<file path="src/rtl/mc_ctrl_fsm.sv">
// rtl/mc_ctrl_fsm.sv - multi-cycle MIPS-subset control FSM
//
// Sequences each instruction through fetch, decode, execute, memory and
// writeback, and drives every datapath enable including ALUSrcB.
// Ports:
//   CLK, RST_n            clock, asynchronous active-low reset
//   Op, Funct             instruction fields (stable from ID to end of instr)
//   mem_ready             memory completed the current read/write this cycle
//   PCWrite..PCSource     datapath control (combinational from state)
//   state                 current state, debug
//   halted, illegal_op    HALT indication; illegal_op sticky until reset
module mc_ctrl_fsm #(
    parameter int STATE_W = 4
) (
    input  logic               CLK,
    input  logic               RST_n,
    input  logic [5:0]         Op,
    input  logic [5:0]         Funct,
    input  logic               mem_ready,
    output logic               PCWrite,
    output logic               PCWriteCond,
    output logic               IorD,
    output logic               MemRead,
    output logic               MemWrite,
    output logic               IRWrite,
    output logic               MemtoReg,
    output logic               RegDst,
    output logic               RegWrite,
    output logic               ALUSrcA,
    output logic [2:0]         ALUSrcB,
    output logic [2:0]         ALUOp,
    output logic [1:0]         PCSource,
    output logic [STATE_W-1:0] state,
    output logic               halted,
    output logic               illegal_op
);

    typedef enum logic [STATE_W-1:0] {
        S_RST    = 4'd0,
        S_IF     = 4'd1,
        S_ID     = 4'd2,
        S_EX_R   = 4'd3,
        S_EX_I   = 4'd4,
        S_EX_MA  = 4'd5,
        S_EX_BR  = 4'd6,
        S_EX_J   = 4'd7,
        S_MEM_RD = 4'd8,
        S_MEM_WR = 4'd9,
        S_WB_ALU = 4'd10,
        S_WB_MEM = 4'd11,
        S_HALT   = 4'd15
    } state_e;

    localparam logic [5:0] OP_RTYPE = 6'b000000;
    localparam logic [5:0] OP_ADDI  = 6'b001000;
    localparam logic [5:0] OP_ORI   = 6'b001101;
    localparam logic [5:0] OP_LW    = 6'b100011;
    localparam logic [5:0] OP_SW    = 6'b101011;
    localparam logic [5:0] OP_BEQ   = 6'b000100;
    localparam logic [5:0] OP_J     = 6'b000010;
    localparam logic [5:0] OP_HALT  = 6'b111111;

    localparam logic [2:0] SRCB_REGB  = 3'b000;
    localparam logic [2:0] SRCB_FOUR  = 3'b001;
    localparam logic [2:0] SRCB_LSADR = 3'b010;
    localparam logic [2:0] SRCB_BEQ   = 3'b011;
    localparam logic [2:0] SRCB_ZEXT  = 3'b100;
    localparam logic [2:0] SRCB_ZERO  = 3'b101;

    localparam logic [2:0] ALU_ADD   = 3'b000;
    localparam logic [2:0] ALU_SUB   = 3'b001;
    localparam logic [2:0] ALU_FUNCT = 3'b010;
    localparam logic [2:0] ALU_OR    = 3'b011;

    state_e state_q, state_d;
    logic   illegal_q, illegal_d;
    logic   funct_legal;

    always_comb begin
        funct_legal = 1'b0;
        case (Funct)
            6'b100000, 6'b100010, 6'b100100, 6'b100101, 6'b101010: funct_legal = 1'b1;
            default: funct_legal = 1'b0;
        endcase
    end

    always_ff @(posedge CLK or negedge RST_n) begin
        if (!RST_n) begin
            state_q   <= S_RST;
            illegal_q <= 1'b0;
        end else begin
            state_q   <= state_d;
            illegal_q <= illegal_d;
        end
    end

    always_comb begin
        state_d     = state_q;
        illegal_d   = illegal_q;
        PCWrite     = 1'b0;
        PCWriteCond = 1'b0;
        IorD        = 1'b0;
        MemRead     = 1'b0;
        MemWrite    = 1'b0;
        IRWrite     = 1'b0;
        MemtoReg    = 1'b0;
        RegDst      = 1'b0;
        RegWrite    = 1'b0;
        ALUSrcA     = 1'b0;
        ALUSrcB     = SRCB_REGB;
        ALUOp       = ALU_ADD;
        PCSource    = 2'b00;

        case (state_q)
            S_RST: begin
                ALUSrcB = SRCB_ZERO;
                state_d = S_IF;
            end
            S_IF: begin
                MemRead = 1'b1;
                ALUSrcB = SRCB_FOUR;
                // PC+4 and IR load happen on the same edge the fetch completes.
                IRWrite = mem_ready;
                PCWrite = mem_ready;
                if (mem_ready) state_d = S_ID;
            end
            S_ID: begin
                // Branch target computed speculatively into ALUOut.
                ALUSrcB = SRCB_BEQ;
                case (Op)
                    OP_RTYPE:       state_d = S_EX_R;
                    OP_ADDI, OP_ORI: state_d = S_EX_I;
                    OP_LW, OP_SW:   state_d = S_EX_MA;
                    OP_BEQ:         state_d = S_EX_BR;
                    OP_J:           state_d = S_EX_J;
                    OP_HALT:        state_d = S_HALT;
                    default: begin
                        state_d   = S_HALT;
                        illegal_d = 1'b1;
                    end
                endcase
            end
            S_EX_R: begin
                ALUSrcA = 1'b1;
                ALUSrcB = SRCB_REGB;
                ALUOp   = ALU_FUNCT;
                if (funct_legal) begin
                    state_d = S_WB_ALU;
                end else begin
                    state_d   = S_HALT;
                    illegal_d = 1'b1;
                end
            end
            S_EX_I: begin
                ALUSrcA = 1'b1;
                if (Op == OP_ORI) begin
                    ALUSrcB = SRCB_ZEXT;
                    ALUOp   = ALU_OR;
                end else begin
                    ALUSrcB = SRCB_LSADR;
                    ALUOp   = ALU_ADD;
                end
                state_d = S_WB_ALU;
            end
            S_EX_MA: begin
                ALUSrcA = 1'b1;
                ALUSrcB = SRCB_LSADR;
                state_d = (Op == OP_SW) ? S_MEM_WR : S_MEM_RD;
            end
            S_EX_BR: begin
                ALUSrcA     = 1'b1;
                ALUSrcB     = SRCB_REGB;
                ALUOp       = ALU_SUB;
                PCWriteCond = 1'b1;
                PCSource    = 2'b01;
                state_d     = S_IF;
            end
            S_EX_J: begin
                PCWrite  = 1'b1;
                PCSource = 2'b10;
                state_d  = S_IF;
            end
            S_MEM_RD: begin
                IorD    = 1'b1;
                MemRead = 1'b1;
                if (mem_ready) state_d = S_WB_MEM;
            end
            S_MEM_WR: begin
                IorD     = 1'b1;
                MemWrite = 1'b1;
                if (mem_ready) state_d = S_IF;
            end
            S_WB_ALU: begin
                RegWrite = 1'b1;
                RegDst   = (Op == OP_RTYPE);
                state_d  = S_IF;
            end
            S_WB_MEM: begin
                RegWrite = 1'b1;
                MemtoReg = 1'b1;
                state_d  = S_IF;
            end
            S_HALT: begin
                ALUSrcB = SRCB_ZERO;
            end
            default: begin
                // Unused encodings park safely in HALT.
                ALUSrcB = SRCB_ZERO;
                state_d = S_HALT;
            end
        endcase
    end

    assign state      = state_q;
    assign halted     = (state_q == S_HALT);
    assign illegal_op = illegal_q;

endmodule

</file>
<file path="config.mk">
export PLATFORM = sky130hd
export DESIGN_NAME = mc_ctrl_fsm
export DESIGN_NICKNAME = d
export VERILOG_FILES = /design/src/rtl/mc_ctrl_fsm.sv
export SDC_FILE = /design/constraint.sdc
export NUM_CORES = 1
export LEC_CHECK = 0
export ABC_AREA = 1
export CAP_MARGIN = 20
export CORE_MARGIN = 2
export CORE_UTILIZATION = 33
export DETAILED_ROUTE_END_ITERATION = 10
export PLACE_DENSITY_LB_ADDON = 0.1
export SYNTH_ARGS = -nofsm -noshare
export SYNTH_HDL_FRONTEND = slang
export SYNTH_SLANG_ARGS = --single-unit
</file>
<file path="constraint.sdc">
create_clock -name CLK -period 1.2 [get_ports CLK]
set_input_delay 0.12 -clock CLK [delete_from_list [all_inputs] [get_ports CLK]]
set_output_delay 0.12 -clock CLK [all_outputs]
set_load 0.005 [all_outputs]
</file>
==> impl_results.md <==
* Status: finished, violations left
* Failing checks: negative setup slack
* Iter 0 DRT Violations at between 50 and 60
* CP Capture Type: output port
* Leakage at between 0.8 and 0.9 nW
* DRC at 0
* Initial Utilization at 0.3405
* Crit path max-delay cell type: dfrtp_1
* Row Count at 16
* Hold buffers post-CTS at 0
* GR Overflow Total at 0
* Top cells by area, synth: dfrtp_1, nor2_1, nand2_1
* Post-Syn Area at about 650 sq um
* Tot Pwr at 0.4980 mW
* Worst path cell trace: nor2_2 -> inv_2 -> nor2_2 -> nand4_1 -> buf_4 -> o211ai_1 -> buf_2
* Share of cells above drive strength 1 at 0.5917
* Crit start category: flop
* CTS root buffer: clkbuf_4
* Final setup viols at 23
* Final WS setup at -0.5453 ns
* Routed Antenna Nets at 0
* RSZ-0062 raised after global routing: yes
* Layout Nets at between 200 and 250
* FILL cells at 89
* Sequential area share after synthesis at 0.1912
* Vias/cell at 5.506
* Finished Layout Cells at 245
* TritonRoute pass-1 iters at 4
* Number of global-route vias before repair at 1258
* Multi-input logic area at between 600 and 700 sq um
* Switching share of total power at 0.2608
* Final wirelength at between 4000 and 5000 um
* Sequential power share at 0.347
* CTS tree: done
* CTS max path bufs at 2
* Post-synth top area share at 0.1912
* Fin Setup TNS at -6.688 ns
* R2R setup slack at -0.38 ns
* Max-cap violation count at 0
* Die ar. at between 2000 and 2500 sq um
* NetSw at approximately 0.13 mW
* Critical Path Most Common Cell: nor2_2
* Clk_skew at 0.001838 ns
* Synth Instances at roughly 120
* Worst Path Arrival at approximately 1.6 ns
* Gate power share at 0.268
* Clock power share at 0.385
* Most frequent cells in the layout: buf_4, buf_6, buf_2
* RR Startpoint: state[3]
* Crit-path max cell delay at roughly 0.39 ns
* Hold Violations, Final at 0
* Layout Utilization at 0.9030
* PortBufs at 37
* PwrDens at between 200 and 300 nW/um^2
* Die Width at 48.53 um
* ANT cells at 0
* H-tree levels at 1
* Total GRT Usage at 0.3107
* Mapped Nets at 139
* Post-Syn Area per Cell at 5.277 sq um
* Period utilization at 1.454
* Slew Limit Fails at 0
* Largest net degree at the start of global routing at 9
* Die H at approximately 49 um
* P_int at about 0.37 mW
* Worst Reg-to-Reg Cells at 11
* CP max FO at 3
* Initial antenna violation count at 0
* VDD IR max at 0.6286 mV
* Hold Crit Class: input pin to async pin
* Post-synthesis cell type count at 22
* Seq cells post-synth at 5
* Min cycle time layout at between 1.5 and 2 ns
* Capturing point of the worst reg2reg path: state[0]
* Synthesis warning total at 0
* Clock transition at the registers of the reported paths at 0.04 ns
* WL per Instance at 18.29 um
* Fmax at between 500 and 600 MHz
* Placed cells at 220
* TritonCTS Sinks at 5
* Post-route cell area at 1735 sq um
* CP Class: flop to output port
* Area Growth Syn to Fin at 165.2%
* Area post-placement at approximately 1300 sq um
* Routed via count at roughly 1300
* Global-route wire length before repair at roughly 5800 um
* Placer Congestion at 0.8665
* Total core area at 1922 sq um
* Worst endpoint required time at around 1.1 ns
* Total CTS buffers at 3
* Register area at between 100 and 150 sq um
* Most common cell after layout, fill and taps aside: buf_4
* Top Ports at 39
* Final HPWL DP at slightly below 2000 um
* Worst skew pair latency at 0.24 ns
* Yosys top cell by area: dfrtp_1
## layer usage
| metal | vias up | track usage | part of all wire |
|---|---|---|---|
| met1 | 624 | 0.3762 | 0.35 |
| met2 | 102 | 0.5648 | 0.49 |
| met5 | - | 0 | 0 |
| met3 | 42 | 0.03704 | 0.075 |
| met4 | 0 | 0.1095 | 0.084 |
| li1 | 581 | - | - |
## registers in the layout, indices dropped and copies added (netlist names)
name	flops
illegal_op	1
state	4
## power by group through the flow
stage	clock [mW]	combinational, mW	sequential, mW
2_1_floorplan	0	0.0345	0.175
3_3_place_gp	0	0.116	0.175
3_5_place_dp	0	0.119	0.175
4_1_cts	0.197	0.121	0.173
5_1_grt	0.217	0.144	0.173
6_report	0.192	0.133	0.173
## layout make-up
cell class,count,area share
Inverter,27,0.06994
Timing Repair Buffer,91,0.4470
Sequential cell,5,0.07282
Clock buffer,4,0.01514
Multi-Input combinational cell,91,0.3756
Tap cell,27,0.01947
## per-stage QoR
step                hold WS, ns  worst slack, ns
finish                  0.09974          -0.5453
detailed placement       0.3488          -0.5992
CTS                     0.09938          -0.3729
global route             0.1149          -0.5949
floorplan               -0.1756         0.007460
global placement         0.3533          -0.5562
## worst max-delay path: cells and delay by family, from the launching register on
family / cells / cell delay [ns]
simple gates: 3 / 0.48
buf+inv: 3 / 0.42
flops: 1 / 0.39
compound gates: 1 / 0.10
## cells by family (layout without fill, tap and decap cells)
group	count (synthesis)	in the layout	synth area share
AO/OA/AOI/OAI	15	15	0.1281
flip-flops	5	5	0.1912
AND/OR/NAND/NOR	75	75	0.5086
other	1	1	0.005731
buffers and inverters	28	122	0.1664
## worst max-delay path by stage
stage | startpoint | to
3_5_place_dp | Op[5] | ALUSrcB[2]
5_1_grt | state[1] | ALUSrcB[2]
4_1_cts | state[3] | ALUSrcB[2]
3_3_place_gp | Op[5] | ALUSrcB[2]
6_report | state[1] | ALUSrcB[2]
2_1_floorplan | state[2] | state[0]
## repair_timing
item / CTS / global route
buffers inserted: 18 / 7
resized for setup: 154 / 36
pin swaps: 19 / 14
hold endpoints to repair: 0 / 0
setup endpoints to repair: 28 / 25
## cell usage after synthesis, drive strengths merged
master / number
nor2: 31
nand2: 27
inv: 26
nand3: 11
o21ai: 8
dfrtp: 5
nand4: 4
a21oi: 2
o22ai: 2
a22oi: 1
a31oi: 1
buf: 1
clkinv: 1
conb: 1
nand3b: 1
nor3: 1
o211ai: 1
Power figures use the tool's default switching activity.
